### src/rtl/irq_controller_if.sv
// Core-side bus of the interrupt controller: request/acknowledge handshake
// plus the word-addressed configuration port from the data-memory decode.
interface irq_controller_if #(
   parameter int ID_W = 4
);
   logic            irq;
   logic [ID_W-1:0] irq_id;
   logic            ack;
   logic            rfe;
   logic            cfg_we;
   logic [2:0]      cfg_addr;
   logic [31:0]     cfg_wdata;
   logic [31:0]     cfg_rdata;

   modport master (
      input  irq, irq_id, cfg_rdata,
      output ack, rfe, cfg_we, cfg_addr, cfg_wdata
   );

   modport slave (
      output irq, irq_id, cfg_rdata,
      input  ack, rfe, cfg_we, cfg_addr, cfg_wdata
   );
endinterface

### src/rtl/irq_controller.sv
// Prioritised interrupt controller for the MIPS core: synchronises and latches
// sources, masks them, and presents one request at a time until RFE.
module irq_controller #(
   parameter int NSRC        = 8,
   parameter int SYNC_STAGES = 2,
   parameter int ID_W        = 4
) (
   input  logic             clk,
   input  logic             rst,
   input  logic [NSRC-1:0]  src,
   irq_controller_if.slave  bus
);

   localparam logic [2:0] ADDR_PENDING = 3'd0;
   localparam logic [2:0] ADDR_MASK    = 3'd1;
   localparam logic [2:0] ADDR_EDGE    = 3'd2;
   localparam logic [2:0] ADDR_STATUS  = 3'd3;
   localparam logic [2:0] ADDR_RAW     = 3'd4;

   typedef enum logic [1:0] {
      IDLE    = 2'd0,
      REQ     = 2'd1,
      SERVICE = 2'd2
   } state_t;

   state_t          state;
   logic            irq_q;
   logic [ID_W-1:0] irq_id_q;

   logic [NSRC-1:0] sync_q [SYNC_STAGES];
   logic [NSRC-1:0] s;
   logic [NSRC-1:0] s_prev;

   logic [NSRC-1:0] pending_q;
   logic [NSRC-1:0] mask_q;
   logic [NSRC-1:0] edge_q;

   logic [NSRC-1:0] pending_set;
   logic [NSRC-1:0] pending_clr;
   logic [NSRC-1:0] pending_nxt;
   logic [NSRC-1:0] mask_nxt;
   logic [NSRC-1:0] id_onehot;
   logic [NSRC-1:0] req_vec;
   logic            win_valid;
   logic [ID_W-1:0] win_id;
   logic            req_hold;

   logic            wr_pending;
   logic            wr_mask;
   logic            wr_edge;
   logic            unused_wdata;

   assign s = sync_q[SYNC_STAGES-1];

   assign wr_pending = bus.cfg_we && (bus.cfg_addr == ADDR_PENDING);
   assign wr_mask    = bus.cfg_we && (bus.cfg_addr == ADDR_MASK);
   assign wr_edge    = bus.cfg_we && (bus.cfg_addr == ADDR_EDGE);

   assign unused_wdata = ^bus.cfg_wdata[31:NSRC];

   assign id_onehot = NSRC'(1) << irq_id_q;
   assign req_vec   = pending_q & mask_q;

   // Edge sources set on a 0->1 of the synchronised line, level sources every
   // cycle the line is high; a set always beats a same-cycle clear.
   always_comb begin
      pending_set = (s & ~s_prev & edge_q) | (s & ~edge_q);
      pending_clr = '0;
      if (wr_pending) begin
         pending_clr = bus.cfg_wdata[NSRC-1:0];
      end
      if ((state == REQ) && bus.ack && ((edge_q & id_onehot) != '0)) begin
         pending_clr = pending_clr | id_onehot;
      end
      pending_nxt = (pending_q & ~pending_clr) | pending_set;
      mask_nxt    = wr_mask ? bus.cfg_wdata[NSRC-1:0] : mask_q;
   end

   // The request is withdrawn in the same cycle its bit is cleared or masked,
   // so irq drops on the cycle right after the register write.
   assign req_hold = ((pending_nxt & mask_nxt & id_onehot) != '0);

   always_comb begin
      win_valid = 1'b0;
      win_id    = '0;
      for (int i = NSRC - 1; i >= 0; i--) begin
         if (req_vec[i]) begin
            win_valid = 1'b1;
            win_id    = ID_W'(i);
         end
      end
   end

   always_ff @(posedge clk) begin
      if (rst) begin
         for (int k = 0; k < SYNC_STAGES; k++) begin
            sync_q[k] <= '0;
         end
         s_prev    <= '0;
         pending_q <= '0;
         mask_q    <= '0;
         edge_q    <= '1;
      end else begin
         sync_q[0] <= src;
         for (int k = 1; k < SYNC_STAGES; k++) begin
            sync_q[k] <= sync_q[k-1];
         end
         s_prev    <= s;
         pending_q <= pending_nxt;
         mask_q    <= mask_nxt;
         if (wr_edge) begin
            edge_q <= bus.cfg_wdata[NSRC-1:0];
         end
      end
   end

   // irq_id is frozen once a request is presented; nothing preempts it until
   // the core either accepts it or its pending/mask bit goes away.
   always_ff @(posedge clk) begin
      if (rst) begin
         state    <= IDLE;
         irq_q    <= 1'b0;
         irq_id_q <= '0;
      end else begin
         case (state)
            IDLE: begin
               if (win_valid) begin
                  irq_id_q <= win_id;
                  irq_q    <= 1'b1;
                  state    <= REQ;
               end
            end
            REQ: begin
               if (bus.ack) begin
                  irq_q <= 1'b0;
                  state <= SERVICE;
               end else if (!req_hold) begin
                  irq_q <= 1'b0;
                  state <= IDLE;
               end
            end
            SERVICE: begin
               irq_q <= 1'b0;
               if (bus.rfe) begin
                  state <= IDLE;
               end
            end
            default: begin
               irq_q <= 1'b0;
               state <= IDLE;
            end
         endcase
      end
   end

   always_comb begin
      bus.cfg_rdata = '0;
      case (bus.cfg_addr)
         ADDR_PENDING: bus.cfg_rdata[NSRC-1:0] = pending_q;
         ADDR_MASK:    bus.cfg_rdata[NSRC-1:0] = mask_q;
         ADDR_EDGE:    bus.cfg_rdata[NSRC-1:0] = edge_q;
         ADDR_STATUS: begin
            bus.cfg_rdata[31]       = (state == SERVICE);
            bus.cfg_rdata[30]       = irq_q;
            bus.cfg_rdata[ID_W-1:0] = irq_id_q;
         end
         ADDR_RAW:     bus.cfg_rdata[NSRC-1:0] = s;
         default:      bus.cfg_rdata = '0;
      endcase
   end

   assign bus.irq    = irq_q;
   assign bus.irq_id = irq_id_q;

endmodule

### src/flat_wrapper.sv
// flat-port wrapper written by rule: the top's interface ports become plain ports
module irq_controller_flat 
#(
   parameter int NSRC        = 8,
   parameter int SYNC_STAGES = 2,
   parameter int ID_W        = 4
)
  (clk, rst, src, bus_irq, bus_irq_id, bus_cfg_rdata, bus_ack, bus_rfe, bus_cfg_we, bus_cfg_addr, bus_cfg_wdata);
  irq_controller_if #(.ID_W(ID_W)) bus_i ();
  input  logic clk;
  input  logic rst;
  input  logic [NSRC-1:0] src;
  output wire logic [$bits(bus_i.irq)-1:0] bus_irq;
  output wire logic [$bits(bus_i.irq_id)-1:0] bus_irq_id;
  output wire logic [$bits(bus_i.cfg_rdata)-1:0] bus_cfg_rdata;
  input wire logic [$bits(bus_i.ack)-1:0] bus_ack;
  input wire logic [$bits(bus_i.rfe)-1:0] bus_rfe;
  input wire logic [$bits(bus_i.cfg_we)-1:0] bus_cfg_we;
  input wire logic [$bits(bus_i.cfg_addr)-1:0] bus_cfg_addr;
  input wire logic [$bits(bus_i.cfg_wdata)-1:0] bus_cfg_wdata;
  assign bus_irq = bus_i.irq;
  assign bus_irq_id = bus_i.irq_id;
  assign bus_cfg_rdata = bus_i.cfg_rdata;
  assign bus_i.ack = bus_ack;
  assign bus_i.rfe = bus_rfe;
  assign bus_i.cfg_we = bus_cfg_we;
  assign bus_i.cfg_addr = bus_cfg_addr;
  assign bus_i.cfg_wdata = bus_cfg_wdata;
  irq_controller #(.NSRC(NSRC), .SYNC_STAGES(SYNC_STAGES), .ID_W(ID_W)) u_core (.clk(clk), .rst(rst), .src(src), .bus(bus_i));
endmodule
### config.mk
export PLATFORM = sky130hd
export DESIGN_NAME = irq_controller_flat
export DESIGN_NICKNAME = d
export VERILOG_FILES = /design/src/rtl/irq_controller_if.sv /design/src/rtl/irq_controller.sv /design/src/flat_wrapper.sv
export SDC_FILE = /design/constraint.sdc
export NUM_CORES = 1
export LEC_CHECK = 0
export ABC_AREA = 1
export CORE_MARGIN = 5
export CORE_UTILIZATION = 30
export CTS_BUF_LIST = sky130_fd_sc_hd__clkbuf_16
export DETAILED_ROUTE_END_ITERATION = 7
export PLACE_DENSITY = 0.68
export SLEW_MARGIN = 20
export SYNTH_ARGS = -nofsm -noshare
export SYNTH_HDL_FRONTEND = slang
export SYNTH_SLANG_ARGS = --single-unit
### constraint.sdc
create_clock -name clk -period 1.61 [get_ports clk]
set_input_delay 0.322 -clock clk [delete_from_list [all_inputs] [get_ports clk]]
set_output_delay 0.322 -clock clk [all_outputs]
set_load 0.01 [all_outputs]
==> reports/metrics.cfg <==
[status]
status=finished, violations left
violations=setup timing

[cts]
ctsHtreeMaxLevel=2
cts_tree=built
cts_sinks=54
cts_buffers=5
insertion_delay_ns=0.30
cts_hold_buf=0
cts_buffer_depth=2
clkTransAtPathRegs_ns=0.07
cts_root_buf=clkbuf_16

[floorplanning]
rows=35
core_area_um2=9150
dieHeight_um=106
io_pins=85
dieWidth_um=106
die_area_um2=11300
initial_core_util_pct=30.4

[timing]
skew_ns=0.00700
rsz0062_at_grt=yes
finalSetupViolations=7
fin_crit_ns=1.80
finalHoldViolations=0
max_freq_mhz=556
hold_ws_ns=0.402
drv_slew=0
layout_setup_ws_ns=-0.189
period_share_pct=112

[pwr]
power_w=0.00320
ir_drop_v=0.000368
leakagePower_nw=1.98
power_density_nw_per_um2=781

[placement]
io_buffers=37
pre_cts_ws_ns=-0.932
routabilityCongestion=0.897
post-dp-hpwl_um=5700

[logic_synthesis]
synth_top_family_by_area=simple AND/OR/NAND/NOR gates
ys.flop_type=dfxtp_1
yosys.area_share.simple_pct=29.7
yosysSeqAreaShare_pct=38.9
synth_xor_area_share_pct=0
ys_warn_count=0
yosys.area_share.adder_pct=0
synth_edf_count=0
syn-cell-area_um2=2780
ys_types=34
synth_cells=402
synth_mux_area_share_pct=1.44
synth-compound-area-share_pct=11.6
synth_async_sr_flop_share_pct=0
syn_area_per_cell_um2=6.91
synth_seq_cells=54

[detailed_routing]
drtIter0Drc=193
firstDrtPassIters=5
drc=0
drtAntennaViolNets=0
wl_um=8320
vias=2846
avgViaCountPerCell=4.60
routedWlPerCell_um=13.4

[setup_path]
path_common_cell=nand2_2
required_ns=1.80
max_stage_delay_ns=0.40
cp.arrival_ns=1.99
cp_top_family=simple AND/OR/NAND/NOR gates
path_max_fanout=8
end_kind=flop
crit_path_cell_trace=buf_6, nand4_1, nand2_1, nor2_2, nand2_4, nand3_2, nand2_2, nand2_2, nand2_2, nand2_1, nor2_1, nand2_2, nand2_4, nand2_2, nand2_2, nor2_2
startpoint_type=flop
crit_type=flop to flop
slowest_stage=dfxtp_4
path_buf_inv=1

[grt]
grt.total_usage_pct=14.1
grt_overflow_total=0
grt_pass1_wl_um=12700
antenna_found_initial=0
grt_max_degree=45
grt_pass1_vias=2659

[finish]
final_nets=555
fillCellCount=874
antennaDiodeCount=0
drive_gt1_share_pct=31.1
final_util_pct=44.7
area_growth_pct=47.1
multiInputGateArea_um2=1470
layout.area.seq_um2=1090

[hold_path]
hold_path_class=flop to flop

[job]
cap_viol_max_count=0

## registers in the layout (all words and copies together) (netlist names)
register,cells
u_core.bus.irq,1
u_core.bus.irq_id,3
u_core.edge_q,8
u_core.mask_q,8
u_core.pending_q,8
u_core.s_prev,8
u_core.state,2
u_core.sync_q,16
## worst paths after layout
check,startpoint,to,slack (ns),cells past startpoint
min reg2reg,u_core.sync_q[0][1]$_SDFF_PP0_,u_core.sync_q[0][9]$_SDFF_PP0_,0.40,2
max,u_core.bus.irq_id[0]$_SDFFE_PP0P_,u_core.bus.irq$_SDFFE_PP0P_,-0.19,16
min,u_core.sync_q[0][1]$_SDFF_PP0_,u_core.sync_q[0][9]$_SDFF_PP0_,0.40,2
max reg2reg,u_core.bus.irq_id[0]$_SDFFE_PP0P_,u_core.bus.irq$_SDFFE_PP0P_,-0.19,16
## cell type report
| cell class | instances | area share, % |
|---|---|---|
| flip-flops and latches | 54 | 26.7 |
| repair buffers | 110 | 23.1 |
| inverters | 65 | 6.70 |
| multi-input cells | 271 | 35.9 |
| well taps | 111 | 3.40 |
| clock buffers | 5 | 3.06 |
| clock inverters | 3 | 1.07 |
## kinds of logic after synthesis
kind of cell,count (synthesis)
AO/OA/AOI/OAI,53
buffers and inverters,99
flip-flops,54
multiplexers,4
other,1
AND/OR/NAND/NOR,191
## placed cells by master (no fill, tap or decap), drive strengths merged
cell type / n
buf: 84
a31oi: 2
nand3b: 1
mux2i: 4
nor2: 52
dlygate4sd2: 4
o2111ai: 1
nand4: 6
clkbuf: 7
a221oi: 3
a32oi: 1
o211ai: 8
conb: 23
nand3: 14
clkdlybuf4s50: 20
a221o: 1
o22ai: 6
dfxtp: 54
a211oi: 1
a21oi: 15
nor3: 9
inv: 65
bufinv: 1
nor4: 3
o21ai: 15
clkinv: 2
nand2: 106
## report_power, final
group / switching [W] / internal, W / total [W]
logic: 0.000280 / 0.000251 / 0.000530
clock network: 0.000503 / 0.000737 / 0.00124
registers: 0.0000394 / 0.00139 / 0.00142
total: 0.000822 / 0.00237 / 0.00320
## stage by stage
stage | TNS [ns] | cell area (µm²) | instances
3_5_place_dp | -16.48 | 3550 | 592
5_1_grt | -1.32 | 4090 | 619
3_3_place_gp | -15.06 | 3550 | 592
6_report | -0.674 | 4090 | 619
4_1_cts | -0.468 | 3940 | 615
2_1_floorplan | -0.0402 | 2870 | 424
## cells in the mapped netlist (all sizes together) (4+ instances only)
library cell	n	area share, %
mux2i	4	1.4
dfxtp	54	39
o21ai	15	2.7
nor3	9	1.6
a21oi	15	2.7
o22ai	6	1.4
inv	64	8.7
nand4	6	1.6
clkbuf	5	0.68
buf	29	8.6
nand3	14	3.0
nor2	52	7.6
o211ai	8	2.2
nand2	106	15
## repair_timing
item	4_1_cts	5_1_grt
resized for setup	105	39
pin swaps	21	28
buffers inserted	15	4
setup endpoints to repair	23	12
## worst reg2reg max path, stage by stage (launching register included)
cell,delay [ns]
dfxtp_4,0.40
buf_6,0.13
nand4_1,0.08
nand2_1,0.09
nor2_2,0.05
nand2_4,0.14
nand3_2,0.10
nand2_2,0.09
nand2_2,0.05
nand2_2,0.05
nand2_1,0.06
nor2_1,0.13
nand2_2,0.09
nand2_4,0.08
nand2_2,0.05
nand2_2,0.06
nor2_2,0.03
## per-layer routing
metal  share of wire (%)  track usage (%)  wire length [µm]
met4                 2.4             5.09               201
met3                 8.1             3.95               675
met1                  41             17.7              3450
met2                  48             23.0              3990
met5                   0                0                 0
No activity file was read; power rests on OpenSTA's default activity.
